--- config.mk ---
export PLATFORM = sky130hd
export DESIGN_NAME = pbs_battle_engine
export DESIGN_NICKNAME = d
export VERILOG_FILES = /design/src/rtl/pbs_pkg.sv /design/src/rtl/pbs_damage_calc.sv /design/src/rtl/pbs_battle_engine.sv
export SDC_FILE = /design/constraint.sdc
export NUM_CORES = 1
export LEC_CHECK = 0
export CORE_MARGIN = 2
export CORE_UTILIZATION = 30
export DETAILED_ROUTE_END_ITERATION = 10
export PLACE_DENSITY = 0.59
export SLEW_MARGIN = 30
export SYNTH_ARGS = -nofsm -noshare
export SYNTH_HDL_FRONTEND = slang
export SYNTH_SLANG_ARGS = --single-unit
--- constraint.sdc ---
create_clock -name clk -period 4.72 [get_ports clk]
set_input_delay 1.416 -clock clk [delete_from_list [all_inputs] [get_ports clk]]
set_output_delay 1.416 -clock clk [all_outputs]
set_load 0.02 [all_outputs]
--- src/rtl/pbs_pkg.sv ---
// -----------------------------------------------------------------------------
// pbs_pkg
// Shared definitions for the turn-based battle engine: parameter defaults,
// the battle FSM state encoding, and a helper that classifies the states in
// which the engine is waiting for a new battle.
// No ports (package).
// -----------------------------------------------------------------------------
package pbs_pkg;

  localparam int PBS_HP_W      = 8;
  localparam int PBS_PWR_W     = 6;
  localparam int PBS_STAT_W    = 6;
  localparam int PBS_DMG_SHIFT = 3;
  localparam int PBS_MAX_TURNS = 63;

  typedef enum logic [3:0] {
    IDLE,
    LOAD_PM,
    CALC_PH,
    APPLY_AD,
    LOAD_AM,
    CALC_AH,
    APPLY_PD,
    VICTORY,
    LOSS,
    DRAW
  } pbs_state_t;

  // States in which no battle is running and a new start is honoured.
  function automatic logic is_settled(input pbs_state_t s);
    return (s == IDLE) || (s == VICTORY) || (s == LOSS) || (s == DRAW);
  endfunction

endpackage

--- src/rtl/pbs_damage_calc.sv ---
// -----------------------------------------------------------------------------
// pbs_damage_calc
// Computes and registers the damage of one move:
//   dmg = (power * atk) >> DMG_SHIFT on the full-width product,
//   floored to 1 when power is non-zero but the shifted result is 0,
//   saturated to the largest value an HP register can hold.
// Ports:
//   clk, reset   : clock and synchronous active-high reset (dmg_o -> 0)
//   load_i       : register a new damage value this cycle
//   power_i      : move power of the acting side
//   atk_i        : attack stat of the acting side
//   dmg_o        : registered damage
// -----------------------------------------------------------------------------
module pbs_damage_calc #(
  parameter int HP_W      = 8,
  parameter int PWR_W     = 6,
  parameter int STAT_W    = 6,
  parameter int DMG_SHIFT = 3
) (
  input  logic              clk,
  input  logic              reset,
  input  logic              load_i,
  input  logic [PWR_W-1:0]  power_i,
  input  logic [STAT_W-1:0] atk_i,
  output logic [HP_W-1:0]   dmg_o
);

  localparam int PROD_W = PWR_W + STAT_W;
  // Wide enough to compare against the HP ceiling whichever of the two is wider.
  localparam int WIDE_W = PROD_W + HP_W;

  logic [PROD_W-1:0] prod;
  logic [HP_W-1:0]   dmg_q;
  logic [HP_W-1:0]   dmg_d;

  function automatic logic [HP_W-1:0] shape_dmg(input logic [PROD_W-1:0] p,
                                                input logic pwr_nz);
    logic [WIDE_W-1:0] shifted;
    logic [WIDE_W-1:0] hp_max;
    shifted = WIDE_W'(p) >> DMG_SHIFT;
    hp_max  = WIDE_W'({HP_W{1'b1}});
    if (shifted == '0) begin
      shape_dmg = pwr_nz ? HP_W'(1) : '0;
    end else if (shifted > hp_max) begin
      shape_dmg = '1;
    end else begin
      shape_dmg = shifted[HP_W-1:0];
    end
  endfunction

  assign prod  = PROD_W'(power_i) * PROD_W'(atk_i);
  assign dmg_d = load_i ? shape_dmg(prod, |power_i) : dmg_q;

  always_ff @(posedge clk) begin
    if (reset) begin
      dmg_q <= '0;
    end else begin
      dmg_q <= dmg_d;
    end
  end

  assign dmg_o = dmg_q;

endmodule

--- src/rtl/pbs_battle_engine.sv ---
// -----------------------------------------------------------------------------
// pbs_battle_engine
// Turn-based battle controller. A start latches both sides' HP and stats and
// picks the first mover (faster side, ties to the player). Each move is a
// valid/ready handshake followed by a CALC cycle (damage registered) and an
// APPLY cycle (damage event pulsed, target HP reduced). Two moves make a turn;
// after MAX_TURNS turns without a knockout the battle ends in a draw.
// Ports:
//   clk, reset                  : clock, synchronous active-high reset
//   start                       : begin battle (only when not busy)
//   p_hp_init, e_hp_init        : starting HP
//   p_atk, e_atk, p_spd, e_spd  : stats
//   move_valid, move_power,
//   move_ready                  : move handshake
//   p_hp, e_hp                  : current HP
//   dmg_valid, dmg,
//   dmg_to_player               : damage event
//   turn_cnt                    : completed full turns
//   busy, victory, loss, draw   : status
// -----------------------------------------------------------------------------
module pbs_battle_engine
  import pbs_pkg::*;
#(
  parameter int HP_W      = PBS_HP_W,
  parameter int PWR_W     = PBS_PWR_W,
  parameter int STAT_W    = PBS_STAT_W,
  parameter int DMG_SHIFT = PBS_DMG_SHIFT,
  parameter int MAX_TURNS = PBS_MAX_TURNS,
  localparam int TC_W     = $clog2(MAX_TURNS + 1)
) (
  input  logic              clk,
  input  logic              reset,
  input  logic              start,
  input  logic [HP_W-1:0]   p_hp_init,
  input  logic [HP_W-1:0]   e_hp_init,
  input  logic [STAT_W-1:0] p_atk,
  input  logic [STAT_W-1:0] e_atk,
  input  logic [STAT_W-1:0] p_spd,
  input  logic [STAT_W-1:0] e_spd,
  input  logic              move_valid,
  input  logic [PWR_W-1:0]  move_power,
  output logic              move_ready,
  output logic [HP_W-1:0]   p_hp,
  output logic [HP_W-1:0]   e_hp,
  output logic              dmg_valid,
  output logic [HP_W-1:0]   dmg,
  output logic              dmg_to_player,
  output logic [TC_W-1:0]   turn_cnt,
  output logic              busy,
  output logic              victory,
  output logic              loss,
  output logic              draw
);

  pbs_state_t        state_q, state_d;
  logic [HP_W-1:0]   p_hp_q, p_hp_d;
  logic [HP_W-1:0]   e_hp_q, e_hp_d;
  logic [TC_W-1:0]   turn_q, turn_d;
  logic              enemy_first_q, enemy_first_d;

  logic [STAT_W-1:0] p_atk_q, e_atk_q;
  logic [PWR_W-1:0]  power_q;
  logic              load_ops;
  logic              take_move;

  logic              calc_en;
  logic [STAT_W-1:0] atk_sel;
  logic [HP_W-1:0]   dmg_w;
  logic [TC_W-1:0]   turn_next;

  function automatic logic [HP_W-1:0] hp_after_hit(input logic [HP_W-1:0] hp,
                                                   input logic [HP_W-1:0] d);
    return (hp > d) ? (hp - d) : '0;
  endfunction

  assign calc_en = (state_q == CALC_PH) || (state_q == CALC_AH);
  assign atk_sel = (state_q == CALC_AH) ? e_atk_q : p_atk_q;

  pbs_damage_calc #(
    .HP_W     (HP_W),
    .PWR_W    (PWR_W),
    .STAT_W   (STAT_W),
    .DMG_SHIFT(DMG_SHIFT)
  ) u_dmg (
    .clk    (clk),
    .reset  (reset),
    .load_i (calc_en),
    .power_i(power_q),
    .atk_i  (atk_sel),
    .dmg_o  (dmg_w)
  );

  // Next-state and control. Whichever side just moved, the next LOAD is the
  // other side's: within a turn that is the second mover, across a turn
  // boundary it is the first mover again. The first-mover flag only decides
  // whether this APPLY closes a turn.
  always_comb begin
    state_d       = state_q;
    p_hp_d        = p_hp_q;
    e_hp_d        = e_hp_q;
    turn_d        = turn_q;
    enemy_first_d = enemy_first_q;
    load_ops      = 1'b0;
    take_move     = 1'b0;
    turn_next     = turn_q + TC_W'(1);

    case (state_q)
      IDLE, VICTORY, LOSS, DRAW: begin
        if (start) begin
          load_ops      = 1'b1;
          p_hp_d        = p_hp_init;
          e_hp_d        = e_hp_init;
          turn_d        = '0;
          enemy_first_d = (e_spd > p_spd);
          if (p_hp_init == '0) begin
            state_d = LOSS;
          end else if (e_hp_init == '0) begin
            state_d = VICTORY;
          end else if (e_spd > p_spd) begin
            state_d = LOAD_AM;
          end else begin
            state_d = LOAD_PM;
          end
        end
      end
      LOAD_PM: begin
        if (move_valid) begin
          take_move = 1'b1;
          state_d   = CALC_PH;
        end
      end
      CALC_PH: state_d = APPLY_AD;
      APPLY_AD: begin
        e_hp_d = hp_after_hit(e_hp_q, dmg_w);
        if (e_hp_q <= dmg_w) begin
          state_d = VICTORY;
        end else if (enemy_first_q) begin
          turn_d  = turn_next;
          state_d = (turn_next == TC_W'(MAX_TURNS)) ? DRAW : LOAD_AM;
        end else begin
          state_d = LOAD_AM;
        end
      end
      LOAD_AM: begin
        if (move_valid) begin
          take_move = 1'b1;
          state_d   = CALC_AH;
        end
      end
      CALC_AH: state_d = APPLY_PD;
      APPLY_PD: begin
        p_hp_d = hp_after_hit(p_hp_q, dmg_w);
        if (p_hp_q <= dmg_w) begin
          state_d = LOSS;
        end else if (!enemy_first_q) begin
          turn_d  = turn_next;
          state_d = (turn_next == TC_W'(MAX_TURNS)) ? DRAW : LOAD_PM;
        end else begin
          state_d = LOAD_PM;
        end
      end
      default: state_d = IDLE;
    endcase
  end

  always_ff @(posedge clk) begin
    if (reset) begin
      state_q       <= IDLE;
      p_hp_q        <= '0;
      e_hp_q        <= '0;
      turn_q        <= '0;
      enemy_first_q <= 1'b0;
    end else begin
      state_q       <= state_d;
      p_hp_q        <= p_hp_d;
      e_hp_q        <= e_hp_d;
      turn_q        <= turn_d;
      enemy_first_q <= enemy_first_d;
    end
  end

  // Operand latches: only meaningful once loaded, so they carry no reset.
  always_ff @(posedge clk) begin
    if (load_ops) begin
      p_atk_q <= p_atk;
      e_atk_q <= e_atk;
    end
    if (take_move) begin
      power_q <= move_power;
    end
  end

  assign move_ready    = (state_q == LOAD_PM) || (state_q == LOAD_AM);
  assign dmg_valid     = (state_q == APPLY_AD) || (state_q == APPLY_PD);
  assign dmg_to_player = (state_q == APPLY_PD);
  assign dmg           = dmg_w;
  assign p_hp          = p_hp_q;
  assign e_hp          = e_hp_q;
  assign turn_cnt      = turn_q;
  assign busy          = !is_settled(state_q);
  assign victory       = (state_q == VICTORY);
  assign loss          = (state_q == LOSS);
  assign draw          = (state_q == DRAW);

endmodule

# After elaboration in Yosys (flattened, before gate mapping)
# Cells that the tools add are included.
[op_classes] add_sub_neg=3 multipliers=1 magnitude_cmp=6 eq_ne=17 mux=33 n_reduce_logical=22
[op_table] op="two-way mux 8 bit" count=6
[op_table] op="two-way mux 4 bit" count=10
[op_table] op="two-way mux 6 bit" count=6
[op_table] op="one-hot mux 8 bit (2 select lines)" count=2
[op_table] op="one-hot mux 4 bit (7 select lines)" count=1
[op_table] op="logical NOT 20 bit" count=1
[op_table] op="one-hot mux 6 bit (3 select lines)" count=1
[op_table] op="== test 4 x 3 -> 1 bit (second input constant)" count=4
[op_table] op="> comparator 8 bit" count=2
[op_table] op="<= comparator 8 bit" count=2
[op_table] op="logical NOT 8 bit" count=2
[op_table] op="subtractor 8 bit" count=2
[op_table] op="!= test 2 bit (second input constant)" count=7
[op_table] op="multiplier 6 x 6 -> 12 bit" count=1
[op_table] op="> comparator 9 x 8 -> 1 bit (second input constant)" count=1
[op_table] op="== test 4 x 2 -> 1 bit (second input constant)" count=2
[op_table] op="== test 4 bit (second input constant)" count=2
[op_table] op="adder 6 x 1 -> 6 bit (second input constant)" count=1
[op_table] op="== test 6 bit (second input constant)" count=1
[op_table] op="> comparator 6 bit" count=1
[op_table] op="logical OR 1 bit" count=6
[op_table] op="two-way mux 3 bit" count=2
[op_table] op="AND reduction 2 bit" count=3
[op_table] op="AND reduction 6 bit" count=1
[op_table] op="10 further kinds" count=15
[totals] ff_bits=53 in_bits=50

# Longest topological paths before layout
# Gate-level depths: netlist (run 1).
[depth] word_depth=6 mapped_depth=18 ltp_nobuf=17

# Hierarchy
# Synthesis (run 1) repeated with hierarchy kept, for this count alone.
[hier_totals] hier_cells=541 hier_area_um2=4690.7
[modules_own_cells] module="pbs_battle_engine" instances=1 cells_per_inst=363 area_per_inst_um2=3184.3 seq_area_each_um2=1081.0
[modules_own_cells] module="pbs_damage_calc" instances=1 cells_per_inst=178 area_per_inst_um2=1506.4 seq_area_each_um2=160.2

# Worst setup path after synthesis (run 1)
# OpenSTA, ideal clock, no wires.
[synth_path] path_type="register to register" from="register state_q[2]" to="register u_dmg.dmg_q[0], in the netlist u_dmg.dmg_o[0]" setup_time_ns=0.116 t_arrival_ns=4.793 required_time_ns=4.604 slack_ns=-0.190 stages_incl_launch_ff=18 period_less_slack_ns=4.910 cell_sequence="dfxtp_1 buf_6 inv_1 nor4b_4 mux2i_1 nor2b_1 fa_1 inv_1 fa_1 fa_1 inv_1 ha_1 nor2b_1 o21a_1 o2111a_1 or4_1 a31o_1 a41o_1"
[synth_between] elab_chain_cells=6 word_cells_on_any_way=9 cone_classes="1 x mul; 1 x order compare; 2 x eq/ne; 3 x mux; 2 x reduce/logical"
[synth_rtl] item="start, declared" line="pbs_battle_engine.sv:55" text="pbs_state_t state_q, state_d;"
[synth_rtl] item="start signal, assigned" line="pbs_battle_engine.sv:174" text="state_q <= state_d;"
[synth_rtl] item="== test 4 x 3 -> 1 bit" line="pbs_battle_engine.sv:76, pbs_battle_engine.sv:77"
[synth_rtl] item="two-way mux 6 bit" line="pbs_battle_engine.sv:77" text="assign atk_sel = (state_q == CALC_AH) ? e_atk_q : p_atk_q;"
[synth_rtl] item="multiplier 6 x 6 -> 12 bit" line="pbs_damage_calc.sv:51" text="assign prod = PROD_W'(power_i) * PROD_W'(atk_i);"
[synth_rtl] item="> comparator 9 x 8 -> 1 bit" line="pbs_damage_calc.sv:44" text="end else if (shifted > hp_max) begin"
[synth_rtl] item="two-way mux 8 bit" line="pbs_damage_calc.sv:44"
[synth_rtl] item="two-way mux 8 bit" line="pbs_damage_calc.sv:42" text="if (shifted == '0) begin"
[synth_rtl] item="end signal, assigned" line="pbs_damage_calc.sv:58" text="dmg_q <= dmg_d;"
[synth_rtl] item="end, declared" line="pbs_damage_calc.sv:33" text="logic [HP_W-1:0] dmg_q;"
# Several ways; a longest one is shown, not always the timed one.
# A chain may end at the register's enable or synchronous reset.

# Worst setup path after layout (run 1)
# Ends and elaborated chain as after synthesis.

==> impl_summary.log, run 1 <==
[metrics] post-DR wirelength/cell: between 15 and 20 um
[metrics] die outline width: around 130 um
[metrics] PD cells: 649 nW/um^2
[metrics] # port buffers: 86
[metrics] internal power: ~2.1 mW
[metrics] Yosys cell types: 83
[metrics] overall routing resource usage: 15.5%
[metrics] overall routed net length: between 10,000 and 15,000 um
[metrics] most instantiated flip-flop cell in the synthesis netlist: dfxtp_1
[metrics] Max-cap violations: 0
[metrics] Initial Util: 30.8%
[metrics] number of nets in the finished design: roughly 730
[metrics] switching power share of the total: between 40% and 50%
[metrics] worst-path cell chain: inv_4 -> nor4b_4 -> buf_6 -> buf_6 -> mux2i_2 -> buf_4 -> nor2b_1 -> fa_1 -> ha_1 -> fa_1 -> inv_1 -> fa_2 -> nor2b_4 -> o21a_1 -> o2111a_1 -> or4_1 -> a31o_1 -> a41o_1
[metrics] combined buffer and inverter count along the critical path: 5
[metrics] worst setup path class: reg2reg
[metrics] clock insertion delay at the later pin of the skew report: 0.31 ns
[metrics] static power due to leakage: 2.48 nW
[metrics] Crit path largest cell delay: ~0.52 ns
[metrics] clk sinks: 53
[metrics] data arrival time of the worst path: around 4.8 ns
[metrics] slowest library cell on the worst path: fa_1
[metrics] via count of the first global-routing pass: slightly above 4,000
[metrics] First-pass DRT Iterations: 8
[metrics] Yosys reg bits: 53
[metrics] average size of a mapped cell: 8.91 um^2
[metrics] min Tclk post-route: 4.60 ns
[metrics] share of post-route cells with drive strength above 1: a little over an eighth
[metrics] worst clock skew: around 0.008 ns
[metrics] Critical Path End Type: register
[metrics] cell type contributing the most total cell area after synthesis: dfxtp_1
[metrics] std cell rows: 45
[metrics] switching component of the power: about 1.9 mW
[metrics] Die ar.: 16,700 um^2
[metrics] Hold-fix buffers, CTS: 0
[metrics] TritonCTS clock tree: yes
[metrics] I/O pin count: between 80 and 90
[metrics] maximum number of pins on one net before global-route repair: 31
[metrics] portion of the clock cycle consumed by the worst path in the final layout: 97.4%
[metrics] required time at the worst-slack endpoint: roughly 4.9 ns
[metrics] number of inserted diodes: 0
[metrics] buffer levels on the longest clock path: 2
[metrics] total number of yosys warnings: 0
[metrics] number of slew-limit violations in the final report: 0
[metrics] power share of the clock group: approximately a tenth
[metrics] Fin. Hold Viols: 0
[metrics] total cell area at the placement stage: 5880 um^2
[metrics] vias after detailed routing: roughly 4,200
[metrics] Post-Syn Area: around 4700 um^2
[metrics] final worst-path setup slack: between 0.1 and 0.15 ns
[metrics] Area Growth Syn to Fin: 30.6%
[metrics] placer's final routability congestion estimate: roughly 0.88
[metrics] Core Footprint: 15,300 um^2
[metrics] ranking of synthesized cells by instance count: inv_1 (57), ha_1 (42), dfxtp_1 (35)
[metrics] most numerous cell in the Yosys netlist: inv_1
[metrics] Combinational Power Share: 73.0%
[metrics] final cell area excluding filler cells: about 6100 um^2
[metrics] die height: 129 um
[metrics] post-synthesis net count: ~640
[metrics] Initial DRC Count: ~280
[metrics] gate count after technology mapping: 528
[metrics] Seq/Total Area, Yosys: approximately a quarter
[metrics] first-pass GRT wire length: a little over 20,000 um
[metrics] pre-CTS WS: 0.0579 ns
[metrics] fraction of post-synthesis cell area in the top cell type by area: between 10% and 20%
[metrics] gr ovfl total: 0
[metrics] share of flip-flops with an asynchronous set or reset: 0%
[metrics] clock root buffer: clkbuf_16
[metrics] HP Class: reg2reg
[metrics] DRC Markers: 0
[metrics] number of antenna violations at the first check in global routing: 0
[metrics] Synth area leaders: dfxtp_1 (15%), edfxtp_1 (11%), ha_1 (11%), fa_1 (8.1%), inv_1 (4.5%)
[metrics] part of the power in registers: between 10% and 20%
[metrics] result of the run: finished, final reports clean
[metrics] mean number of vias per cell: about 5.1
[metrics] normalized max-slew margin: 55.2%
[metrics] Setup Viol. Count Final: 0
[metrics] Critical Path Fanout Max: 6
[metrics] dominant delay contributor by cell family on the critical path: adder cells
[metrics] total half-perimeter wirelength after legalization and detailed placement: a little over 10,000 um
[metrics] slew at the pin closest to its max-slew limit: approximately 0.67 ns
[metrics] final antenna-violating net count: 0
[metrics] Final Non-Filler Cells: ~840
[metrics] H-tree lvl count: 2
[metrics] clock transition at the register clock pins on the worst setup and hold paths after CTS: around 0.080 ns
[metrics] WHS: 0.542 ns
[metrics] clock buffer count from CTS: 5
[metrics] unrepaired setup endpoints after global routing: yes
[metrics] Peak Freq: 0.217 GHz
[metrics] Worst Setup Start Kind: register
[metrics] number of flops mapped to enable cells by yosys: 18
[metrics] worst voltage drop across the vdd grid: ~0.00042 V
[metrics] number of placed cells counting well taps: ~800
-- worst reg2reg max path, stage by stage (launching register included) --
cell	delay (ns)
dfxtp_2	0.36
inv_4	0.05
nor4b_4	0.27
buf_6	0.18
buf_6	0.11
mux2i_2	0.21
buf_4	0.17
nor2b_1	0.06
fa_1	0.49
ha_1	0.33
fa_1	0.52
inv_1	0.11
fa_2	0.25
nor2b_4	0.05
o21a_1	0.19
o2111a_1	0.26
or4_1	0.47
a31o_1	0.22
a41o_1	0.19
-- power by group through the flow --
stage | sequential, mW | clock, mW | combinational [mW]
after floorplan | 0.721 | 0 | 2.01
after global placement | 0.694 | 0 | 2.72
after detailed placement | 0.694 | 0 | 2.74
after CTS | 0.685 | 0.405 | 2.76
after global routing | 0.701 | 0.424 | 3.24
final | 0.687 | 0.391 | 2.91
-- per-layer routing --
layer  global-route usage (%)  wire length, um  share of wire (%)
met1                     20.0             5710                 44
met2                     26.9             6390                 50
met3                     2.64              596                4.6
met4                     3.90              206                1.6
met5                        0                0                  0
-- logic make-up after synthesis --
| logic type | after synthesis | share of synthesized area (%) |
|---|---|---|
| AND/OR/NAND/NOR | 172 | 20.7 |
| AO/OA/AOI/OAI | 132 | 19.3 |
| buffers and inverters | 75 | 6.99 |
| adder cells (fa/ha/maj) | 61 | 19.2 |
| flip-flops | 53 | 26.4 |
| multiplexers | 20 | 4.60 |
| XOR/XNOR | 15 | 2.79 |
-- placed cells by master, fill, tap and decap left out, types with 9 or more instances in the layout --
| cell | count |
|---|---|
| a21oi_1 | 26 |
| a22oi_1 | 10 |
| a31oi_1 | 9 |
| and2_1 | 10 |
| buf_4 | 18 |
| clkdlybuf4s50_1 | 86 |
| dfxtp_1 | 33 |
| edfxtp_1 | 18 |
| fa_1 | 17 |
| ha_1 | 39 |
| inv_1 | 53 |
| mux2_2 | 9 |
| nand2_1 | 26 |
| nor2_1 | 31 |
| nor2b_1 | 20 |
| nor3_1 | 12 |
| o21ai_0 | 28 |
-- path summary, 6_finish.rpt --
kind | startpoint | to | slack, ns | cells past startpoint
worst max-delay path | state_q[2] | u_dmg.dmg_o[0] | 0.12 | 18
worst max register to register | state_q[2] | u_dmg.dmg_o[0] | 0.12 | 18
worst min-delay path | e_hp[4] | e_hp[4] | 0.54 | 2
worst min register to register | e_hp[4] | e_hp[4] | 0.54 | 2
-- sequential cells by signal, indices dropped and copies added, names as in the netlist --
signal	flops
e_hp	8
p_hp	8
state_q	4
p_atk_q	6
e_atk_q	6
u_dmg.dmg_o	8
enemy_first_q	1
power_q	6
turn_cnt	6
-- repair_timing --
action	4_1_cts	5_1_grt
endpoints found under the hold margin	0	0
gates resized for setup	0	16
setup buffers	0	7
setup endpoints to repair	0	2
-- final cells by class --
type	instances	area, um^2
clock buffers	5	125
clock inverters	3	25.0
fillers	1529	9110
inverters	57	216
multi-input cells	400	3250
flip-flops and latches	53	1240
well taps	211	264
repair buffers	106	1020
-- through the flow --
step | power [mW] | utilization, % | TNS [ns]
global route | 4.36 | 40.3 | -0.0466
finish | 3.99 | 40.3 | 0
CTS | 3.85 | 39.5 | 0
floorplan | 2.73 | - | 0
global placement | 3.41 | 38.5 | 0
detailed placement | 3.43 | 38.5 | 0
(Power assumes the default switching activity.)
==> run 2, diff against run 1 <==
--- a/config.mk
+++ b/config.mk
@@ -5,7 +5,8 @@
 export SDC_FILE = /design/constraint.sdc
 export NUM_CORES = 1
 export LEC_CHECK = 0
-export CORE_MARGIN = 2
+export ABC_AREA = 1
+export CORE_MARGIN = 5
 export CORE_UTILIZATION = 30
 export DETAILED_ROUTE_END_ITERATION = 10
 export PLACE_DENSITY = 0.59
==> impl_summary.log, run 2 <==
[metrics] result of the run: finished, final reports clean
[metrics] min Tclk post-route: 4.38 ns
[metrics] die height: roughly 130 um
[metrics] most instantiated flip-flop cell in the synthesis netlist: dfxtp_1
[metrics] most frequent standard cell in the layout excluding fill and tap cells: nand2_1
[metrics] die outline width: approximately 130 um
[metrics] total cell area at the placement stage: approximately 5700 um^2
[metrics] worst setup path class: reg2reg
[metrics] Synth area leaders: dfxtp_1 (15%), edfxtp_1 (12%), nand2_1 (12%), ha_1 (11%), inv_1 (9.2%)
[metrics] PD cells: a little under 800 nW/um^2
[metrics] # port buffers: 86
[metrics] share of flip-flops with an asynchronous set or reset: 0%
[metrics] Worst Setup Start Kind: register
[metrics] Final Non-Filler Cells: 927
[metrics] mean number of vias per cell: roughly 4.7
[metrics] gr ovfl total: 0
[metrics] DRC Markers: 0
[metrics] share of post-route cells with drive strength above 1: under 10%
[metrics] HP Class: reg2reg
[metrics] TritonCTS clock tree: yes
[metrics] Initial Util: 30.3%
[metrics] buffer levels on the longest clock path: 2
[metrics] clock transition at the register clock pins on the worst setup and hold paths after CTS: 0.07 ns
[metrics] post-synthesis net count: approximately 750
[metrics] commonest cells after routing, fill and taps aside: nand2_1 (141), inv_1 (110), clkdlybuf4s50_1 (86)
[metrics] number of placed cells counting well taps: 917
[metrics] clock buffer count from CTS: 5
[metrics] fraction of post-synthesis cell area in the top cell type by area: ~15%
[metrics] ranking of synthesized cells by instance count: nand2_1 (142), inv_1 (112), nor2_1 (63)
[metrics] Die ar.: 17,800 um^2
[metrics] Critical Path End Type: register
[metrics] clock insertion delay at the later pin of the skew report: roughly 0.31 ns
[metrics] Peak Freq: around 0.23 GHz
[metrics] total number of yosys warnings: 0
[metrics] static power due to leakage: 2.71 nW
[metrics] Critical Path Fanout Max: 7
[metrics] vias after detailed routing: 4,329
[metrics] final cell area excluding filler cells: around 6000 um^2
[metrics] total half-perimeter wirelength after legalization and detailed placement: ~11,000 um
[metrics] Max-cap violations: 0
[metrics] Area Growth Syn to Fin: 28.7%
[metrics] Yosys cell types: 34
[metrics] via count of the first global-routing pass: roughly 4,200
[metrics] Setup Viol. Count Final: 0
[metrics] first-pass GRT wire length: approximately 21,000 um
[metrics] overall routed net length: 12,700 um
[metrics] slew at the pin closest to its max-slew limit: about 0.66 ns
[metrics] cell type contributing the most total cell area after synthesis: dfxtp_1
[metrics] data arrival time of the worst path: approximately 4.6 ns
[metrics] clk sinks: between 50 and 60
[metrics] most numerous cell in the Yosys netlist: nand2_1
[metrics] final worst-path setup slack: approximately 0.34 ns
[metrics] pre-CTS WS: between 0.1 and 0.15 ns
[metrics] overall power: 4.62 mW
[metrics] gate count after technology mapping: between 600 and 700
[metrics] Post-Syn Area: ~4600 um^2
[metrics] average size of a mapped cell: ~7.1 um^2
[metrics] post-DR wirelength/cell: between 10 and 15 um
[metrics] First-pass DRT Iterations: 4
[metrics] Hold-fix buffers, CTS: 0
[metrics] required time at the worst-slack endpoint: about 4.9 ns
[metrics] placer's final routability congestion estimate: between 0.8 and 0.9
[metrics] overall routing resource usage: between 10% and 20%
[metrics] worst clock skew: slightly above 0.007 ns
[metrics] Seq/Total Area, Yosys: about 27%
[metrics] number of nets in the finished design: approximately 850
[metrics] normalized max-slew margin: 56.3%
[metrics] H-tree lvl count: 2
[metrics] final antenna-violating net count: 0
[metrics] Yosys reg bits: between 50 and 60
[metrics] number of inserted diodes: 0
[metrics] number of antenna violations at the first check in global routing: 0
[metrics] clock root buffer: clkbuf_16
[metrics] std cell rows: 45
[metrics] I/O pin count: 87
[metrics] number of flops mapped to enable cells by yosys: 18
[metrics] maximum number of pins on one net before global-route repair: 23
[metrics] Core Footprint: between 15,000 and 20,000 um^2
[metrics] worst voltage drop across the vdd grid: 0.000325 V
[metrics] portion of the clock cycle consumed by the worst path in the final layout: 92.8%
[metrics] Fin. Hold Viols: 0
[metrics] number of slew-limit violations in the final report: 0
[metrics] Initial DRC Count: 243
run 2: cell types whose count changed after synthesis, sizes merged, moves of 11 or more:
cell / previous run / this run
inv: 57 / 122
nor2b: 21 / 0
nand2: 31 / 142
a21oi: 27 / 55
nand3: 8 / 24
nand4: 5 / 17
nor2: 31 / 69
o21ai: 30 / 48
and2: 13 / 0
buf: 11 / 0
mux2: 13 / 0
run 2: final timing paths:
| check | startpoint | to | slack (ns) | cells past startpoint |
|---|---|---|---|---|
| worst max-delay path | state_q[1] | u_dmg.dmg_o[0] | 0.34 | 23 |
| worst min-delay path | u_dmg.dmg_o[6] | u_dmg.dmg_o[6] | 0.49 | 2 |
| worst max register to register | state_q[1] | u_dmg.dmg_o[0] | 0.34 | 23 |
| worst min register to register | u_dmg.dmg_o[6] | u_dmg.dmg_o[6] | 0.49 | 2 |
run 2: cells by family (layout without fill, tap and decap cells):
family / count (synthesis) / in the layout / share of synthesized area, %
XOR/XNOR: 9 / 9 / 1.72
AND/OR/NAND/NOR: 275 / 275 / 26.6
flip-flops: 53 / 53 / 27.2
adder cells (fa/ha/maj): 61 / 61 / 19.8
buffers and inverters: 126 / 222 / 10.3
AO/OA/AOI/OAI: 119 / 119 / 14.4
run 2: metal layers:
| metal | vias up | track usage [%] | part of all wire, % |
|---|---|---|---|
| met5 | - | 0 | 0 |
| met4 | 0 | 4.17 | 1.7 |
| met3 | 15 | 2.34 | 3.6 |
| met2 | 84 | 24.4 | 47 |
| met1 | 1959 | 19.6 | 48 |
| li1 | 2271 | - | - |
run 2: final cells by class:
cell class / count / area, um^2
Fill cell: 1574 / 9210
Multi-Input combinational cell: 464 / 2890
Sequential cell: 53 / 1240
Timing Repair Buffer: 92 / 906
Inverter: 122 / 458
Tap cell: 188 / 235
Clock buffer: 5 / 125
Clock inverter: 3 / 21.3
run 2: critical path, stage by stage (launching register included):
cell and delay, ns:
dfxtp_1 0.43, nor2_1 0.07, inv_1 0.16, nor2_4 0.09, or2_2 0.27, o21ai_0 0.10, buf_4 0.17, nor2_1 0.06
fa_1 0.48, fa_1 0.54, inv_1 0.05, fa_1 0.52, inv_1 0.04, ha_1 0.36, a21oi_2 0.18, nand2_1 0.10
nand2_1 0.09, nand3b_1 0.09, nand2_2 0.12, inv_1 0.08, nor2_1 0.10, nand3_1 0.08, nand2_1 0.07, inv_1 0.03
run 2: what timing repair did:
item / 4_1_cts / 5_1_grt
setup endpoints to repair: 0 / 8
buffers inserted: 0 / 2
gates resized for setup: 0 / 13
run 2: where the power goes:
| group | switching (mW) | internal, mW | total [mW] |
|---|---|---|---|
| combinational | 2.14 | 1.34 | 3.48 |
| clock | 0.184 | 0.198 | 0.383 |
| sequential | 0.130 | 0.630 | 0.760 |
run 2: metrics by stage:
step | utilization (%) | TNS, ns | hold WS, ns
3_5_place_dp | 37.7 | 0 | 0.482
4_1_cts | 38.6 | 0 | 0.493
6_report | 39.0 | 0 | 0.495
2_1_floorplan | - | 0 | 0.486
5_1_grt | 39.0 | -0.0216 | 0.504
3_3_place_gp | 37.7 | 0 | 0.478
